===== src/rtl/seq_det_param_pkg.sv =====
// seq_det_param_pkg: FSM state encoding and active-length mask helper for the sequence detector
package seq_det_param_pkg;
  typedef enum logic [1:0] {IDLE = 2'd0, FILL = 2'd1, ARMED = 2'd2, MATCH = 2'd3} state_e;
  localparam int MASK_MAX = 64;
  function automatic logic [MASK_MAX-1:0] len_mask(input int unsigned len);
    return (len >= MASK_MAX) ? '1 : (MASK_MAX'(1) << len) - 1'b1;
  endfunction
endpackage


===== src/rtl/seq_det_param_if.sv =====
// seq_det_param_if: serial stream, config load and detection status bundle
interface seq_det_param_if #(
  parameter int SEQ_W = 8,
  parameter int LEN_W = 4,
  parameter int CNT_W = 8
);
  logic             in;
  logic             in_valid;
  logic             load;
  logic [SEQ_W-1:0] pattern_in;
  logic [SEQ_W-1:0] mask_in;
  logic [LEN_W-1:0] len_in;
  logic             ovl_in;
  logic             det;
  logic [CNT_W-1:0] match_cnt;
  logic             cnt_sat;
  logic             cfg_err;
  modport master (
    output in, in_valid, load, pattern_in, mask_in, len_in, ovl_in,
    input  det, match_cnt, cnt_sat, cfg_err
  );
  modport slave (
    input  in, in_valid, load, pattern_in, mask_in, len_in, ovl_in,
    output det, match_cnt, cnt_sat, cfg_err
  );
endinterface


===== src/rtl/seq_hist_shift.sv =====
// seq_hist_shift: serial history shift register with a fill counter saturating at SEQ_W
module seq_hist_shift #(
  parameter int SEQ_W = 8,
  parameter int LEN_W = 4
) (
  input  logic             clk,
  input  logic             rst,
  input  logic             clr,
  input  logic             shift,
  input  logic             in,
  output logic [SEQ_W-1:0] hist,
  output logic [LEN_W-1:0] fill
);
  logic [SEQ_W-1:0] hist_q, hist_d;
  logic [LEN_W-1:0] fill_q, fill_d;
  always_comb begin
    hist_d = clr ? '0 : shift ? {hist_q[SEQ_W-2:0], in} : hist_q;
    fill_d = clr ? '0 : (shift && fill_q != LEN_W'(SEQ_W)) ? fill_q + 1'b1 : fill_q;
  end
  always_ff @(posedge clk) begin
    if (rst) begin
      hist_q <= '0;
      fill_q <= '0;
    end else begin
      hist_q <= hist_d;
      fill_q <= fill_d;
    end
  end
  assign hist = hist_q;
  assign fill = fill_q;
endmodule


===== src/rtl/seq_det_param.sv =====
// seq_det_param: runtime-programmable Moore serial sequence detector with saturating match counter
module seq_det_param
  import seq_det_param_pkg::*;
#(
  parameter int               SEQ_W    = 8,
  parameter int               LEN_W    = 4,
  parameter int               CNT_W    = 8,
  parameter logic [SEQ_W-1:0] DEF_PAT  = 8'b0000_1010,
  parameter logic [LEN_W-1:0] DEF_LEN  = 4,
  parameter logic [SEQ_W-1:0] DEF_MASK = '1,
  parameter logic             DEF_OVL  = 1'b1
) (
  input logic            clk,
  input logic            rst,
  seq_det_param_if.slave bus
);
  logic [SEQ_W-1:0] pat_q, pat_d, mask_q, mask_d, hist, lenmask;
  logic [LEN_W-1:0] len_q, len_d, fill, nxt_fill;
  logic [CNT_W-1:0] cnt_q, cnt_d;
  logic             ovl_q, ovl_d, det_q, det_d, sat_q, sat_d, err_q, err_d;
  logic             legal_in, accept, hit, clr;
  logic [SEQ_W:0]   win;
  state_e           st_q, st_d;
  seq_hist_shift #(.SEQ_W(SEQ_W), .LEN_W(LEN_W)) u_hist (
    .clk   (clk),
    .rst   (rst),
    .clr   (clr),
    .shift (accept),
    .in    (bus.in),
    .hist  (hist),
    .fill  (fill)
  );
  // win carries the post-shift history; its top bit is the bit falling off and never compared
  always_comb begin
    legal_in = bus.len_in != '0 && bus.len_in <= LEN_W'(SEQ_W);
    accept   = bus.in_valid && !bus.load && st_q != IDLE;
    win      = {hist, bus.in};
    nxt_fill = (fill == LEN_W'(SEQ_W)) ? fill : fill + 1'b1;
    lenmask  = SEQ_W'(len_mask(32'(len_q)));
    hit      = accept && nxt_fill >= len_q &&
               ((win ^ {1'b0, pat_q}) & {1'b0, mask_q & lenmask}) == '0;
    clr      = bus.load || (hit && !ovl_q);
    pat_d    = pat_q;
    mask_d   = mask_q;
    len_d    = len_q;
    ovl_d    = ovl_q;
    err_d    = err_q;
    cnt_d    = cnt_q;
    st_d     = st_q;
    det_d    = 1'b0;
    if (bus.load) begin
      pat_d  = bus.pattern_in;
      mask_d = bus.mask_in;
      len_d  = bus.len_in;
      ovl_d  = bus.ovl_in;
      err_d  = !legal_in;
      cnt_d  = '0;
      st_d   = legal_in ? FILL : IDLE;
    end else if (hit) begin
      cnt_d = &cnt_q ? cnt_q : cnt_q + 1'b1;
      det_d = 1'b1;
      st_d  = MATCH;
    end else if (accept) begin
      st_d = nxt_fill >= len_q ? ARMED : FILL;
    end else if (st_q == MATCH) begin
      st_d = ovl_q ? ARMED : FILL;
    end
    sat_d = &cnt_d;
  end
  always_ff @(posedge clk) begin
    if (rst) begin
      pat_q  <= DEF_PAT;
      mask_q <= DEF_MASK;
      len_q  <= DEF_LEN;
      ovl_q  <= DEF_OVL;
      err_q  <= 1'b0;
      cnt_q  <= '0;
      sat_q  <= 1'b0;
      det_q  <= 1'b0;
      st_q   <= FILL;
    end else begin
      pat_q  <= pat_d;
      mask_q <= mask_d;
      len_q  <= len_d;
      ovl_q  <= ovl_d;
      err_q  <= err_d;
      cnt_q  <= cnt_d;
      sat_q  <= sat_d;
      det_q  <= det_d;
      st_q   <= st_d;
    end
  end
  assign bus.det       = det_q;
  assign bus.match_cnt = cnt_q;
  assign bus.cnt_sat   = sat_q;
  assign bus.cfg_err   = err_q;
endmodule


===== src/flat_wrapper.sv =====
// flat-port wrapper written by rule: the top's interface ports become plain ports
module seq_det_param_flat import seq_det_param_pkg::*;
#(
  parameter int               SEQ_W    = 8,
  parameter int               LEN_W    = 4,
  parameter int               CNT_W    = 8,
  parameter logic [SEQ_W-1:0] DEF_PAT  = 8'b0000_1010,
  parameter logic [LEN_W-1:0] DEF_LEN  = 4,
  parameter logic [SEQ_W-1:0] DEF_MASK = '1,
  parameter logic             DEF_OVL  = 1'b1
)
  (clk, rst, bus_in, bus_in_valid, bus_load, bus_pattern_in, bus_mask_in, bus_len_in, bus_ovl_in, bus_det, bus_match_cnt, bus_cnt_sat, bus_cfg_err);
  seq_det_param_if #(.SEQ_W(SEQ_W), .LEN_W(LEN_W), .CNT_W(CNT_W)) bus_i ();
  input logic clk;
  input logic rst;
  input wire logic [$bits(bus_i.in)-1:0] bus_in;
  input wire logic [$bits(bus_i.in_valid)-1:0] bus_in_valid;
  input wire logic [$bits(bus_i.load)-1:0] bus_load;
  input wire logic [$bits(bus_i.pattern_in)-1:0] bus_pattern_in;
  input wire logic [$bits(bus_i.mask_in)-1:0] bus_mask_in;
  input wire logic [$bits(bus_i.len_in)-1:0] bus_len_in;
  input wire logic [$bits(bus_i.ovl_in)-1:0] bus_ovl_in;
  output wire logic [$bits(bus_i.det)-1:0] bus_det;
  output wire logic [$bits(bus_i.match_cnt)-1:0] bus_match_cnt;
  output wire logic [$bits(bus_i.cnt_sat)-1:0] bus_cnt_sat;
  output wire logic [$bits(bus_i.cfg_err)-1:0] bus_cfg_err;
  assign bus_i.in = bus_in;
  assign bus_i.in_valid = bus_in_valid;
  assign bus_i.load = bus_load;
  assign bus_i.pattern_in = bus_pattern_in;
  assign bus_i.mask_in = bus_mask_in;
  assign bus_i.len_in = bus_len_in;
  assign bus_i.ovl_in = bus_ovl_in;
  assign bus_det = bus_i.det;
  assign bus_match_cnt = bus_i.match_cnt;
  assign bus_cnt_sat = bus_i.cnt_sat;
  assign bus_cfg_err = bus_i.cfg_err;
  seq_det_param #(.SEQ_W(SEQ_W), .LEN_W(LEN_W), .CNT_W(CNT_W), .DEF_PAT(DEF_PAT), .DEF_LEN(DEF_LEN), .DEF_MASK(DEF_MASK), .DEF_OVL(DEF_OVL)) u_core (.clk(clk), .rst(rst), .bus(bus_i));
endmodule

===== config.mk =====
export PLATFORM = sky130hd
export DESIGN_NAME = seq_det_param_flat
export DESIGN_NICKNAME = d
export VERILOG_FILES = /design/src/rtl/seq_det_param_pkg.sv /design/src/rtl/seq_det_param_if.sv /design/src/rtl/seq_hist_shift.sv /design/src/rtl/seq_det_param.sv /design/src/flat_wrapper.sv
export SDC_FILE = /design/constraint.sdc
export NUM_CORES = 1
export LEC_CHECK = 0
export CAP_MARGIN = 20
export CORE_MARGIN = 1
export CORE_UTILIZATION = 52
export DETAILED_ROUTE_END_ITERATION = 8
export PLACE_DENSITY = 0.78
export SYNTH_ARGS = -nofsm -noshare
export SYNTH_HDL_FRONTEND = slang
export SYNTH_SLANG_ARGS = --single-unit

===== constraint.sdc =====
create_clock -name clk -period 3.44 [get_ports clk]
set_input_delay 0.688 -clock clk [delete_from_list [all_inputs] [get_ports clk]]
set_output_delay 0.688 -clock clk [all_outputs]
set_load 0.02 [all_outputs]

Word level (Yosys, flattened, before mapping):

Index checks and enable logic that the tools add are counted.

* register bits: 46
* latch bits: 0
* RAM bits: 0
* ROM bits: 0
* output and inout bits: 11
* logic and storage cells: 54
* memories kept: 0

* add/subtract/negate cells: 3
* $mul: 0
* divide/modulo/power cells: 0
* $lt $le $gt $ge: 2
* equal/unequal tests: 3
* shift operators: 1
* muxes and demuxes: 12
* bitwise operators: 3
* reduce and logical (&&, ||, !) cells: 19

Operators by type and width (count)
* two-way mux 8 bit: 3
* AND reduction 8 bit: 2
* two-way mux 2 bit: 6
* AND 9 x 8 -> 9 bit: 1
* zero test 9 bit: 1
* bitwise XOR 9 x 8 -> 9 bit: 1
* adder 8 x 1 -> 8 bit, second input constant: 1
* AND 8 bit: 1
* nonzero test 4 bit: 2
* << shifter 1 x 4 -> 8 bit, first input constant: 1
* subtractor 8 x 1 -> 8 bit, second input constant: 1
* logical AND 1 bit: 7
* adder 4 x 1 -> 4 bit, second input constant: 1
* equality test 4 bit, second input constant: 1
* greater-or-equal comparator 4 bit: 1
* less-or-equal comparator 4 bit, second input constant: 1
* two-way mux 4 bit: 1
* inequality test 4 bit, second input constant: 1
* OR reduction 2 bit: 2
* zero test 1 bit: 3
* equality test 2 bit, second input constant: 1
* two-way mux 1 bit: 2
* nonzero test 2 bit: 1
* logical OR 1 bit: 1

Longest topological paths before layout:

Gate-level depths: netlist of run 1.

* depth in word-level cells: 9
* depth in mapped cells: 13
* gate-level depth less buffers: 12

By module:

From an unflattened synthesis of run 1, not the netlist that was laid out.

* cell total of the unflattened synthesis: 275
* area total of the unflattened synthesis: 2452.4 µm²

By module, submodules not included
* seq_det_param: instances 1, cells each 225, area each 1931.9 µm²
* seq_hist_shift: instances 1, cells each 50, area each 520.5 µm²

Worst setup path before layout of run 1:

No wires, ideal clock.

* kind: register to register
* start point: register u_core.len_q[1]
* end point: register u_core.cnt_q[7] (netlist: u_core.bus.match_cnt[7])
* library setup time: 115 ps
* arrival: 2873 ps
* slack: 451 ps
* cell stages (with the launch flop): 11
* path buffers: 3
* cell sequence: dfxtp_1 > buf_4 > or4_4 > ha_1 > clkbuf_1 > xor2_1 > and3_1 > or4_1 > buf_2 > or4_4 > and3_1

* word-level cells in the longest chain between the ends: 8
* elaborated cells on any way between the ends: 10

RTL lines
* from (decl): line seq_det_param.sv:18 `logic [LEN_W-1:0] len_q, len_d, fill, nxt_fill;`
* from (signal assigned): line seq_det_param.sv:84 `len_q <= len_d;`
* << shifter 1 x 4 -> 8 bit: line seq_det_param_pkg.sv:6 `return (len >= MASK_MAX) ? '1 : (MASK_MAX'(1) << len) - 1'b1;`
* subtractor 8 x 1 -> 8 bit: line seq_det_param_pkg.sv:6
* AND 8 bit: line seq_det_param.sv:41 `((win ^ {1'b0, pat_q}) & {1'b0, mask_q & lenmask}) == '0;`
* AND 9 x 8 -> 9 bit: line seq_det_param.sv:41
* zero test 9 bit: line seq_det_param.sv:41
* logical AND 1 bit (*): line seq_det_param.sv:40 `hit = accept && nxt_fill >= len_q &&`
* two-way mux 8 bit (*): line seq_det_param.sv:59 `end else if (hit) begin`
* two-way mux 8 bit (*): line seq_det_param.sv:51 `if (bus.load) begin`
* to (signal assigned): line seq_det_param.sv:87 `cnt_q <= cnt_d;`
* to (decl): line seq_det_param.sv:19 `logic [CNT_W-1:0] cnt_q, cnt_d;`

Mark *: on every way between the ends. The rest lies on a longest branch, timed or not.
A chain may end at the register's enable or synchronous reset.

Worst setup path after layout of run 1:

* start point: register u_core.len_q[2]
* end point: register u_core.u_hist.hist_q[5] (netlist: u_core.u_hist.hist[5])

* word-level cells in the longest chain between the ends: 9
* elaborated cells on any way between the ends: 11

RTL lines
* << shifter 1 x 4 -> 8 bit: line seq_det_param_pkg.sv:6
* subtractor 8 x 1 -> 8 bit: line seq_det_param_pkg.sv:6
* AND 8 bit: line seq_det_param.sv:41
* AND 9 x 8 -> 9 bit: line seq_det_param.sv:41
* zero test 9 bit: line seq_det_param.sv:41
* logical AND 1 bit (*): line seq_det_param.sv:40
* logical AND 1 bit (*): line seq_det_param.sv:42 `clr = bus.load || (hit && !ovl_q);`
* logical OR 1 bit (*): line seq_det_param.sv:42
* OR reduction 2 bit (no line) (*)
* to (signal assigned): line seq_hist_shift.sv:25 `hist_q <= hist_d;`
* to (decl): line seq_hist_shift.sv:14 `logic [SEQ_W-1:0] hist_q, hist_d;`

Marked as above.

==> run metrics, run 1 <==
status finished, final reports clean; TritonCTS clock tree done; Multi-input gate area 0.00131 sq mm; largest net degree at the start of global routing 40; clock buffer depth 2; CTS buffer count 5; worst-skew pair later-pin latency 290 ps; Warnings, synthesis 0; commonest non-fill, non-tap cell in the layout dfxtp_1; drt via density 5.50; max-cap viol count 0; skew final 4.72 ps; Pwr Density 363 mW/mm^2; synth top area cells dfxtp_1 (39%), mux2i_1 (9.5%), nand2_1 (4.7%), ha_1 (4.3%), nor2_1 (3.9%); Cell Count, Final, Fillers Out 353; input/output buffers 36; die area 0.00471 sq mm; worst hold path class reg -> reg; Pre-Repair DR Iteration Count 4; R2R setup slack 280 ps; total power 1.02 mW; Area Growth Syn to Fin 21.5%; cells on worst reg2reg path 8; Vias 1941; share of cells above drive strength 1 9.57%; Worst EP arrival 3320 ps; Post-synth EDFFs 0; relative slew slack 56.1%; Placed Area 0.00272 sq mm; TNS Setup 0 ps; R2R Path Start u_core.len_q[2]; Slew Limit Fails 0; total track usage 23.2%; slowest CP cell or4_4; DRT antenna net count 0; P_leak 1.12 nW; Fin. Hold Viols 0; initial antenna violation count 0; Setup Fix Bufs, Post-CTS 0; fin util 67.7%; Synth Register Bits 45; Netlist cell types 49; Register Area 901 sq um; ys async rst share 0%; Setup CP Type reg -> reg; CTS Sinks 45; Syn Inst Count 264; first-pass GRT wire length 8.05 mm; Iteration-0 DRC Markers 241; final period utilization 92.0%; Final Wtd Congestion 0.830; final wirelength 5.06 mm; worst hold path cell count 2; Max Fclk 316 MHz; Worst-Margin Slew 656 ps; top_reg_cell synth dfxtp_1; Gates resized, CTS repair 0; vias in the first global route 1763; CP Max Fanout 11; initial cell density of the core 55.7%; CORE AREA 0.00414 sq mm; Die Height 68.6 microns; Reg clk slew, reported paths 80 ps; residual DRC count 0; area leader, netlist dfxtp_1; WP data required 3600 ps; syn_area_per_cell 8.75 sq um; RSZ-0062 raised after global routing false; cts hold-fix bufs 0; ant diodes 0; Net Count, Synth 298; most frequent cells in the layout dfxtp_1 (45), clkdlybuf4s50_1 (35), nand2_1 (29); Avg WL per Cell 14.3 microns; Syn Std Cell Area 0.00231 sq mm; # rows 23; post-route cell area 0.00281 sq mm; CP Launch Type register; Root Buffer clkbuf_8; top cell type's share of synthesized area 39.0%; Final nets 336; Die W 68.6 microns; min Tclk post-route 3160 ps; Worst setup EP type register; VDD IR max 0.287 mV; Worst path max stage delay 520 ps; htree depth 2; crit path to u_core.u_hist.hist[5]; CP Cell Sequence or4_4 > ha_1 > xor2_1 > and3_1 > or4_1 > or3_4 > o21ai_2 > a21oi_1; post-synthesis sequential area ratio 39.0%; post-DP HPWL 3.83 mm; # fillers 379; crit path from u_core.len_q[2]; worst r2r dst u_core.u_hist.hist[5]; Final setup viols 0; num ports 37; total congestion overflow 0; dpl cells 345
logic make-up after synthesis:
kind of cell / Yosys count / synth area share [%]
AND/OR/NAND/NOR: 104 / 23.8
multiplexers: 22 / 9.53
flip-flops: 45 / 39.0
XOR/XNOR: 19 / 7.20
AO/OA/AOI/OAI: 44 / 11.8
buffers and inverters: 22 / 4.28
adder cells (fa/ha/maj): 8 / 4.33
layer usage:
layer  share of wire (%)  up-vias  GRT usage, %  wire [microns]
met1                  46      879          31.2            2300
met5                   0        -             0               0
met2                  48       58          37.5            2440
li1                    -     1000             -               -
met3                 5.4        4          3.95             273
met4                0.97        0          7.29              49
critical path: cells and delay by family (launching register included):
family	cells	cell delay [ps]
compound gates	2	500
fa+ha+maj	1	300
xor+xnor	1	180
flops	1	390
simple gates	4	1650
metrics by stage:
stage	setup WS (ps)	hold slack (ps)
6_report	277	477
5_1_grt	127	495
4_1_cts	292	476
3_5_place_dp	303	465
3_3_place_gp	361	455
2_1_floorplan	451	433
final cells by class:
| class | instances | area share (%) |
|---|---|---|
| Multi-Input combinational cell | 197 | 46.7 |
| Sequential cell | 45 | 32.1 |
| Timing Repair Buffer | 44 | 14.8 |
| Clock buffer | 6 | 2.59 |
| Tap cell | 50 | 2.23 |
| Inverter | 9 | 1.20 |
| Clock inverter | 2 | 0.357 |
cells in the mapped netlist (3+ instances only):
library cell	count
nor3b_1	3
mux2i_1	22
o211ai_1	3
nand2_1	29
nor2_1	24
dfxtp_1	45
clkbuf_1	7
and3_1	7
xor2_1	9
o21ai_0	15
nand4_1	5
nand3_1	9
ha_1	8
a21oi_1	12
xnor2_1	10
inv_1	9
nor3_1	5
sequential cells by signal, summed over array words and instances, names as in the netlist:
| signal | count |
|---|---|
| u_core.u_hist.hist | 7 |
| u_core.ovl_q | 1 |
| u_core.bus.cfg_err | 1 |
| u_core.len_q | 4 |
| u_core.pat_q | 8 |
| u_core.u_hist.fill | 4 |
| u_core.bus.det | 1 |
| u_core.st_q | 2 |
| u_core.bus.cnt_sat | 1 |
| u_core.mask_q | 8 |
| u_core.bus.match_cnt | 8 |
where the power goes:
group          internal (mW)  switching (mW)  total, mW  leakage (nW)
Combinational         0.0742          0.0773      0.152         0.706
Clock                  0.141           0.172      0.313        0.0450
Sequential             0.539          0.0143      0.553         0.368
Total                  0.754           0.264       1.02          1.12
worst min path at each step:
stage                            endpoint             startpoint  slack, ps
CTS                 u_core.u_hist.hist[2]  u_core.u_hist.hist[1]        480
global route        u_core.u_hist.hist[2]  u_core.u_hist.hist[1]        500
finish              u_core.u_hist.hist[2]  u_core.u_hist.hist[1]        480
floorplan                u_core.mask_q[2]       u_core.mask_q[2]        430
detailed placement  u_core.u_hist.hist[2]  u_core.u_hist.hist[1]        460
global placement         u_core.mask_q[5]       u_core.mask_q[5]        450
No activity file was read; power rests on OpenSTA's default activity.
==> run 2: changes to the inputs <==
ABC_CLOCK_PERIOD_IN_PS = 3440   (was not set)
CORE_MARGIN = 2   (was 1)
SKIP_CTS_REPAIR_TIMING = 1   (was not set)
==> run 2 against run 1 <==
Clock skew grew 5.0 ps; final cell count grew 0.28%; register-to-register slack lost 60 ps; highest routed layer unchanged; maximum frequency shrank 1.8%.
==> run metrics, run 2 (synthesis gave the netlist of run 1 again) <==
Worst-Margin Slew 665 ps; initial antenna violation count 0; share of cells above drive strength 1 9.60%; Final Wtd Congestion 0.905; Reg clk slew, reported paths 90 ps; P_leak 1.13 nW; Max Fclk 311 MHz; Die Height 70.6 microns; worst r2r dst u_core.u_hist.hist[2]; # rows 24; worst-skew pair later-pin latency 310 ps; input/output buffers 36; TritonCTS clock tree done; Area Growth Syn to Fin 22.9%; Slew Limit Fails 0; CTS Sinks 45; Final setup viols 0; Pre-Repair DR Iteration Count 4; # fillers 379; commonest non-fill, non-tap cell in the layout dfxtp_1; num ports 37; Pwr Density 397 mW/mm^2; post-DP HPWL 3.60 mm; RSZ-0062 raised after global routing false; R2R setup slack 220 ps; die area 0.00499 sq mm; R2R Path Start u_core.len_q[0]; clock buffer depth 2; vias in the first global route 1754; htree depth 2; worst hold path class reg -> reg; Iteration-0 DRC Markers 229; Setup CP Type reg -> reg; Register Area 901 sq um; skew final 9.69 ps; residual DRC count 0; crit path to u_core.u_hist.hist[2]; VDD IR max 0.192 mV; initial cell density of the core 53.4%; CP Launch Type register; status finished, final reports clean; fin util 65.6%; Multi-input gate area 0.00131 sq mm; cells on worst reg2reg path 8; CTS buffer count 5; final wirelength 4.99 mm; Fin. Hold Viols 0; first-pass GRT wire length 8.23 mm; most frequent cells in the layout dfxtp_1 (45), clkdlybuf4s50_1 (35), nand2_1 (29); max-cap viol count 0; WP data required 3620 ps; drt via density 5.64; min Tclk post-route 3220 ps; Avg WL per Cell 14.1 microns; DRT antenna net count 0; total congestion overflow 0; Worst EP arrival 3400 ps; final period utilization 93.6%; total track usage 20.9%; ant diodes 0; Vias 1998; Worst setup EP type register; relative slew slack 55.2%; Root Buffer clkbuf_8; CORE AREA 0.00432 sq mm; CP Max Fanout 11; TNS Setup 0 ps; Final nets 335; crit path from u_core.len_q[0]; Die W 70.6 microns; largest net degree at the start of global routing 40
run 2: critical path, cell delays in order, from the launching register on:
cell and delay (ps):
dfxtp_1 390, or4_4 570, ha_1 300, xor2_1 190, and3_1 200, or4_1 520, or3_4 420, o21ai_2 400
a21oi_1 90
run 2: layer usage:
layer  GRT usage, %  vias to the layer above  wire (microns)  part of all wire [%]
met1           27.7                      929            2210                    44
met5              0                        -               0                     0
met4           9.85                        0             134                   2.7
li1               -                     1000               -                     -
met3           4.70                       12             311                   6.2
met2           32.6                       57            2330                    47
run 2: worst min path at each step:
stage	end	slack, ps	from	cells after the start
6_report	u_core.u_hist.hist[4]	480	u_core.u_hist.hist[3]	2
5_1_grt	u_core.u_hist.hist[5]	500	u_core.u_hist.hist[4]	2
4_1_cts	u_core.mask_q[1]	480	u_core.mask_q[1]	2
3_5_place_dp	u_core.mask_q[1]	460	u_core.mask_q[1]	2
3_3_place_gp	u_core.mask_q[1]	450	u_core.mask_q[1]	2
2_1_floorplan	u_core.mask_q[2]	430	u_core.mask_q[2]	2
run 2: where the power goes:
group / switching (mW) / leakage [nW] / internal (mW)
combinational: 0.0758 / 0.700 / 0.0733
clock: 0.186 / 0.0574 / 0.236
sequential: 0.0157 / 0.368 / 0.539
total: 0.277 / 1.13 / 0.848
run 2: final cells by class:
cell class	count	area share [%]
Sequential cell	45	31.7
Clock buffer	6	2.91
Inverter	9	1.19
Timing Repair Buffer	43	14.4
Tap cell	52	2.29
Multi-Input combinational cell	197	46.2
Clock inverter	2	1.32
run 2: through the flow:
step | hold slack, ps | power (mW) | instance area [sq um] | instances | setup slack (ps)
after floorplan | 433 | 0.656 | 2310 | 264 | 451
after global placement | 451 | 0.713 | 2720 | 346 | 304
after detailed placement | 459 | 0.715 | 2720 | 346 | 238
after CTS | 481 | 1.13 | 2840 | 354 | 219
after global routing | 496 | 1.17 | 2840 | 354 | 59.2
final | 479 | 1.13 | 2840 | 354 | 220
==> run 3: changes to the inputs <==
CORE_ASPECT_RATIO = 0.75   (was not set)
==> run 3 against run 2 <==
Combinational power is 3% higher; maximum frequency is 0.44% lower; largest cell class unchanged; die area is 0.11% higher; global-route usage is 2.1 points higher; critical path type unchanged; final cell count is 1.1% higher.
==> run metrics, run 3 (synthesis gave the netlist of run 1 again) <==
status finished, final reports clean; commonest non-fill, non-tap cell in the layout dfxtp_1; worst hold path class reg -> reg; share of cells above drive strength 1 9.90%; Slew Limit Fails 0; largest net degree at the start of global routing 40; Worst setup EP type register; relative slew slack 56.2%; Final Wtd Congestion 0.941; P_leak 1.13 nW; CTS buffer count 5; htree depth 2; CP Launch Type register; drt via density 5.62; worst-skew pair later-pin latency 300 ps; num ports 37; Reg clk slew, reported paths 80 ps; R2R Path Start u_core.len_q[0]; worst hold path cell count 2; first-pass GRT wire length 8.74 mm; DRT antenna net count 0; cells on worst reg2reg path 8; Worst EP arrival 3400 ps; Setup CP Type reg -> reg; TNS Setup 0 ps; initial cell density of the core 55.6%; RSZ-0062 raised after global routing false; Vias 2013; total track usage 23.0%; final wirelength 5.24 mm; Final setup viols 0; Die Height 61.7 microns; # fillers 343; ant diodes 0; CTS Sinks 45; Final nets 336; TritonCTS clock tree done; min Tclk post-route 3230 ps; # rows 20; worst r2r dst u_core.u_hist.hist[5]; Worst path max stage delay 570 ps; final period utilization 94.0%; Placed Area 0.00273 sq mm; clock buffer depth 2; die area 0.00500 sq mm; Avg WL per Cell 14.6 microns; dpl cells 350; Fin. Hold Viols 0; post-route cell area 0.00285 sq mm; Pwr Density 395 mW/mm^2; Worst-Margin Slew 651 ps; post-DP HPWL 3.92 mm; Pre-Repair DR Iteration Count 4; hold endpoint u_core.mask_q[1]; Die W 81.0 microns; cell family with most CP delay simple AND/OR/NAND/NOR gates; R2R setup slack 210 ps; skew final 13.8 ps; CP Cell Sequence or4_4 > ha_1 > xor2_1 > and3_1 > or4_1 > or3_4 > o21ai_2 > a21oi_1; total congestion overflow 0; CORE AREA 0.00415 sq mm; initial antenna violation count 0; VDD IR max 0.325 mV; Area Growth Syn to Fin 23.3%; input/output buffers 36; most frequent cells in the layout dfxtp_1 (45), clkdlybuf4s50_1 (35), nand2_1 (29); CP Max Fanout 11; Max Fclk 309 MHz; residual DRC count 0; Cell Count, Final, Fillers Out 358; max-cap viol count 0; startpoint of the worst hold path u_core.mask_q[1]; slowest CP cell or4_4; WP data required 3600 ps; Iteration-0 DRC Markers 230; vias in the first global route 1795; Root Buffer clkbuf_8; buffers and inverters on the worst path 0
==> run 3: worst max path at each step <==
stage | startpoint | end | slack [ps] | depth (start not counted)
after floorplan | u_core.len_q[1] | u_core.bus.match_cnt[7] | 450 | 10
after global placement | u_core.len_q[0] | u_core.u_hist.fill[3] | 290 | 8
after detailed placement | u_core.len_q[0] | u_core.u_hist.fill[1] | 260 | 8
after CTS | u_core.len_q[0] | u_core.u_hist.hist[5] | 220 | 8
after global routing | u_core.len_q[0] | u_core.u_hist.fill[1] | 30 | 8
final | u_core.len_q[0] | u_core.u_hist.hist[5] | 210 | 8
==> run 3: worst reg2reg max path: stages (launching register included) <==
cell	delay (ps)
dfxtp_1	400
or4_4	580
ha_1	310
xor2_1	180
and3_1	200
or4_1	510
or3_4	420
o21ai_2	420
a21oi_1	90
==> run 3: final cells by class <==
cell class                      instances  area [sq um]  share of cell area (%)
Clock inverter                          2          37.5                    1.32
Clock buffer                            6          82.6                    2.90
Multi-Input combinational cell        197          1310                    46.0
Inverter                                9          33.8                    1.19
Sequential cell                        45           901                    31.6
Timing Repair Buffer                   44           415                    14.6
Tap cell                               55          68.8                    2.42
==> run 3: power breakdown <==
group / switching (mW) / leakage [nW] / total, mW / internal (mW)
combinational: 0.0783 / 0.705 / 0.153 / 0.0744
clock: 0.182 / 0.0574 / 0.419 / 0.236
sequential: 0.0151 / 0.368 / 0.554 / 0.539
total: 0.276 / 1.13 / 1.13 / 0.850
==> run 3: through the flow <==
stage | worst slack, ps | power [mW] | util [%] | hold WS [ps]
2_1_floorplan | 451 | 0.656 | - | 433
3_3_place_gp | 295 | 0.715 | 65.7 | 457
3_5_place_dp | 256 | 0.718 | 65.7 | 467
4_1_cts | 215 | 1.13 | 68.6 | 482
5_1_grt | 31.6 | 1.18 | 68.6 | 503
6_report | 205 | 1.13 | 68.6 | 483
==> run 3: metal layers <==
layer / part of all wire (%) / vias up / global-route usage, %
li1: - / 1002 / -
met1: 51 / 960 / 35.4
met2: 42 / 44 / 33.5
met3: 5.8 / 7 / 4.77
met4: 0.71 / 0 / 4.36
met5: 0 / - / 0
